## src/rtl/reg_file_sb.sv

```systemverilog
// reg_file_sb: register file with a per-register pending (scoreboard) bit.
// r0 is hardwired to zero and can never become pending.
// busy_cnt tracks how many registers are currently pending.
// Optional macro REG_FILE_SB_BYPASS_EN: a same-cycle write is forwarded
// to any read port that addresses the register being written.
module reg_file_sb #(
    parameter int DATA_WIDTH = 32,
    parameter int ADDR_WIDTH = 5,
    parameter int NREAD      = 2
) (
    input  logic                        clk,
    input  logic                        rst,
    input  logic                        wen,
    input  logic [ADDR_WIDTH-1:0]       waddr,
    input  logic [DATA_WIDTH-1:0]       wdata,
    input  logic                        alloc_en,
    input  logic [ADDR_WIDTH-1:0]       alloc_addr,
    input  logic [NREAD*ADDR_WIDTH-1:0] raddr,
    output logic [NREAD*DATA_WIDTH-1:0] rdata,
    output logic [NREAD-1:0]            rbusy,
    output logic [ADDR_WIDTH:0]         busy_cnt
);
    localparam int NREG = 1 << ADDR_WIDTH;
    localparam int CW   = ADDR_WIDTH + 1;

    logic [DATA_WIDTH-1:0] regs_q [NREG];
    logic [DATA_WIDTH-1:0] regs_d [NREG];
    logic [NREG-1:0]       pend_q, pend_d;
    logic [CW-1:0]         busy_cnt_q, busy_cnt_d;

    logic wr_v, al_v, cnt_inc, cnt_dec;

    // Writes and allocations aimed at r0 are dropped here, so r0 stays zero and clear.
    assign wr_v = wen && (waddr != '0);
    assign al_v = alloc_en && (alloc_addr != '0);

    // Next-state: write clears the pending bit, allocation sets it and wins a same-index collision.
    always_comb begin
        regs_d     = regs_q;
        pend_d     = pend_q;
        if (wr_v) begin
            regs_d[waddr] = wdata;
            pend_d[waddr] = 1'b0;
        end
        if (al_v)
            pend_d[alloc_addr] = 1'b1;
        // Count only real bit transitions; a collision on a pending reg leaves it set.
        cnt_inc    = al_v && !pend_q[alloc_addr];
        cnt_dec    = wr_v && pend_q[waddr] && !(al_v && (alloc_addr == waddr));
        busy_cnt_d = busy_cnt_q + CW'(cnt_inc) - CW'(cnt_dec);
    end

    // State registers with synchronous reset overriding write and alloc.
    always_ff @(posedge clk) begin
        if (rst) begin
            for (int i = 0; i < NREG; i++)
                regs_q[i] <= '0;
            pend_q     <= '0;
            busy_cnt_q <= '0;
        end else begin
            regs_q     <= regs_d;
            pend_q     <= pend_d;
            busy_cnt_q <= busy_cnt_d;
        end
    end

    assign busy_cnt = busy_cnt_q;

    for (genvar p = 0; p < NREAD; p++) begin : g_rd
        logic [ADDR_WIDTH-1:0] ra;
        logic [DATA_WIDTH-1:0] rd;
        logic                  rb;

        assign ra = raddr[p*ADDR_WIDTH +: ADDR_WIDTH];

        // Combinational read of data and pending bit, optionally forwarding the in-flight write.
        always_comb begin
            rd = regs_q[ra];
            rb = pend_q[ra];
`ifdef REG_FILE_SB_BYPASS_EN
            if (wr_v && (ra == waddr)) begin
                rd = wdata;
                rb = al_v && (alloc_addr == waddr);
            end
`else
`endif
        end

        assign rdata[p*DATA_WIDTH +: DATA_WIDTH] = rd;
        assign rbusy[p]                          = rb;
    end

endmodule
```

## config.mk

```make
export PLATFORM = sky130hd
export DESIGN_NAME = reg_file_sb
export DESIGN_NICKNAME = d
export VERILOG_FILES = /design/src/rtl/reg_file_sb.sv
export SDC_FILE = /design/constraint.sdc
export NUM_CORES = 2
export LEC_CHECK = 0
export CAP_MARGIN = 10
export CORE_MARGIN = 2
export CORE_UTILIZATION = 45
export CTS_CLUSTER_DIAMETER = 200
export DETAILED_ROUTE_END_ITERATION = 6
export PLACE_DENSITY_LB_ADDON = 0.15
export SLEW_MARGIN = 10
export SYNTH_ARGS = -nofsm -noshare
export SYNTH_HDL_FRONTEND = slang
export SYNTH_SLANG_ARGS = --single-unit
export TNS_END_PERCENT = 1
```

## constraint.sdc

```tcl
create_clock -name clk -period 11.7 [get_ports clk]
set_clock_uncertainty 0.1 [all_clocks]
set_input_delay 3.51 -clock clk [delete_from_list [all_inputs] [get_ports clk]]
set_output_delay 3.51 -clock clk [all_outputs]
set_load 0.02 [all_outputs]
```

==> metrics.csv <==
stage;metric;value;unit
routing;vias_per_cell;6.41;
routing;totalWireLength;210;mm
routing;postRouteAntennaNets;0;
die;io_pins;128;
critical_path;cp.required;8090;ps
synthesis;yosys-top-cells-area;dfxtp_1 40%, mux4_2 28%, nand2_1 14%, a21oi_1 9.3%, clkbuf_1 3.2%;
critical_path;endpoint_kind;output pin;
sta;slew_headroom;18.4;%
die;die_w;349;microns
grt;antenna_found_initial;16;
cells_and_area;nFillCells;10600;
clock_tree;cts.repair.resized;0;
die;die_h;349;microns
synthesis;yosys.cell_types.count;42;
critical_path;arrival;6630;ps
place;io_buffers;127;
sta;worst_pin_slew;1220;ps
clock_tree;hold_buffers;0;
synthesis;synth_warnings;0;
routing;wl_per_cell;29.7;microns
hold_path;hold_depth;2;
cells_and_area;stdcell_area;59900;sq um
sta;drv_slew;0;
sta;rsz0062_at_grt;false;
pwr;powerDensity;136;nW/um^2
synthesis;yosysSeqAreaShare;39.7;%
synthesis;synth_top_cell_by_area;dfxtp_1;
routing;firstDrtPassIters;6;
clock_tree;cts_setup_buffers;0;
critical_path;r2r_cells;12;
hold_path;min_from;regs_q[983];
grt;grtUsageMet2;52.2;%
critical_path;critPathLaunch;raddr[5];
sta;setup_tns;0;ps
synthesis;synth-seq-cells;1062;
critical_path;regToRegStartpoint;pend_q[3];
place;hpwl;112;mm
synthesis;synthCells;5640;
sta;fin_crit;10240;ps
die;fp-row-count;126;
grt;grt_use_met1;46.0;%
synthesis;synthTopCellsByCount;2027 x nand2_1, 1062 x dfxtp_1, 998 x a21oi_1, 668 x mux4_2, 460 x clkbuf_1;
die;start_util;45.3;%
synthesis;syn_nets;5703;
clock_tree;root_buffer;clkbuf_16;
place;dp.cells;6858;
job;drv_cap;0;
grt;grt_most_used_layer;met2;
die;core_area;118000;sq um
clock_tree;clock_latency;720;ps
sta;hold_viol_final;0;
die;dieArea;122000;sq um
clock_tree;tritoncts;built;
synthesis;synth_edf_count;0;
place;postPlaceCellArea;55900;sq um
status;status;finished clean;
place;gp_congestion;0.845;
sta;fin_hold_ws;364;ps
pwr;leakagePower;19.0;nW
grt;gr-total-overflow;0;
synthesis;async_reset_ff_share;0;%
cells_and_area;fin_nets;5503;
grt;grt_max_degree;206;
routing;drc;0;
critical_path;r2r-end;busy_cnt[5];
clock_tree;cts_buffers;116;
sta;timing.fmax;97.6;MHz
clock_tree;cts_sinks;1062;
synthesis;synth.top_cell.area_share;39.7;%
routing;dr.first_iter.drc_count;6455;
grt;grt_usage;34.1;%
critical_path;worstSetupPathType;in -> out;
critical_path;r2r_slack;7850;ps
cells_and_area;drive_above_1_share;20.6;%
clock_tree;cts.path.max_buffers;3;
hold_path;hp-class;reg -> reg;
sta;post-route-period-util;87.6;%
sta;setup_viol_count_final;0;
routing;vias;45300;
cells_and_area;syn_to_final_growth;11.8;%
grt;grt_pass1_vias;42300;
pwr;peakVddDrop;0.000117;V
synthesis;syn_avg_cell_area;9.49;sq um
clock_tree;clk_pin_slew_worst_paths;60;ps
grt;globalRouteMet3Util;8.52;%
critical_path;startpoint_type;primary input;
critical_path;worst-path-max-fanout;59;
cells_and_area;post-route-util;50.7;%
cells_and_area;stdcell_count;7077;
clock_tree;h-tree-depth;3;
grt;grt_pass1_wl;301;mm
synthesis;synth_flop_cell;dfxtp_1;
hold_path;worstHoldEndpoint;regs_q[983];
synthesis;synth.most_common_cell;nand2_1;
synthesis;syn_area;53500;sq um
==> placed cells by master, fill, tap and decap left out, types with 6 or more instances in the layout <==
| master | n |
|---|---|
| dfxtp_1 | 1062 |
| a21oi_1 | 998 |
| clkbuf_16 | 117 |
| a22oi_1 | 33 |
| clkinv_2 | 14 |
| mux2_2 | 70 |
| mux4_2 | 668 |
| clkbuf_8 | 41 |
| xor2_1 | 6 |
| nand2_2 | 30 |
| diode_2 | 10 |
| clkbuf_1 | 21 |
| nor2b_1 | 36 |
| bufinv_16 | 7 |
| nor2_1 | 46 |
| buf_4 | 115 |
| inv_1 | 9 |
| mux2i_1 | 12 |
| nor2_4 | 31 |
| nand2_1 | 1996 |
| ha_1 | 6 |
| clkdlybuf4s50_1 | 114 |
| buf_12 | 21 |
==> metrics by stage <==
stage	power, mW	setup WS, ps
3_3_place_gp	4.40	1480
4_1_cts	8.16	1460
2_1_floorplan	4.18	2630
6_report	8.15	1460
3_5_place_dp	4.40	1460
5_1_grt	8.36	1320
==> cell families (layout without fill, tap and decap cells) <==
| family | count (synthesis) | in the layout | share of synthesized area, % |
|---|---|---|---|
| xor gates and xnor gates | 9 | 9 | 0.147 |
| DFF | 1062 | 1062 | 39.7 |
| and+or+nand+nor | 2181 | 2181 | 15.7 |
| muxes | 750 | 750 | 29.8 |
| other | 0 | 10 | 0 |
| buffers and inverters | 588 | 479 | 4.52 |
| AOI/OAI and AO/OA | 1043 | 1043 | 9.95 |
| adders and majority gates | 7 | 7 | 0.178 |
==> worst max-delay path by stage <==
stage                end  slack, ps
2_1_floorplan   rbusy[0]       2630
3_3_place_gp   rdata[43]       1480
3_5_place_dp   rdata[43]       1460
4_1_cts        rdata[43]       1460
5_1_grt        rdata[43]       1320
6_report       rdata[43]       1460
==> where the power goes <==
part           internal [mW]  switching [mW]
Combinational          0.227           0.431
Sequential              3.65          0.0252
Clock                   2.24            1.58
Total                   6.11            2.04
==> worst max-delay path, cell delays in order <==
cell and delay, ps:
buf_8 540, buf_4 470, mux4_2 570, mux4_2 470, mux2_2 360, clkdlybuf4s50_1 570
==> routing by layer <==
metal  up-vias  wire, microns
met4        10           9310
met2      2662          94800
li1      19400              -
met3       518          25100
met5         -             57
met1     22800          81000
==> flip-flops by register name, indices dropped and copies added (netlist names) <==
register / count
busy_cnt: 6
regs_q: 1024
pend_q: 32
==> area by class of cell <==
type	instances	area, sq um	share of cell area (%)
Inverter	9	33.8	0.0564
Sequential cell	1062	21300	35.5
Clock buffer	179	3570	5.96
Multi-Input combinational cell	3990	30200	50.4
Clock inverter	30	353	0.589
Tap cell	1536	1920	3.21
Antenna cell	10	25.0	0.0418
Timing Repair Buffer	261	2540	4.25
Note: power is estimated with default switching activity, not from simulation.
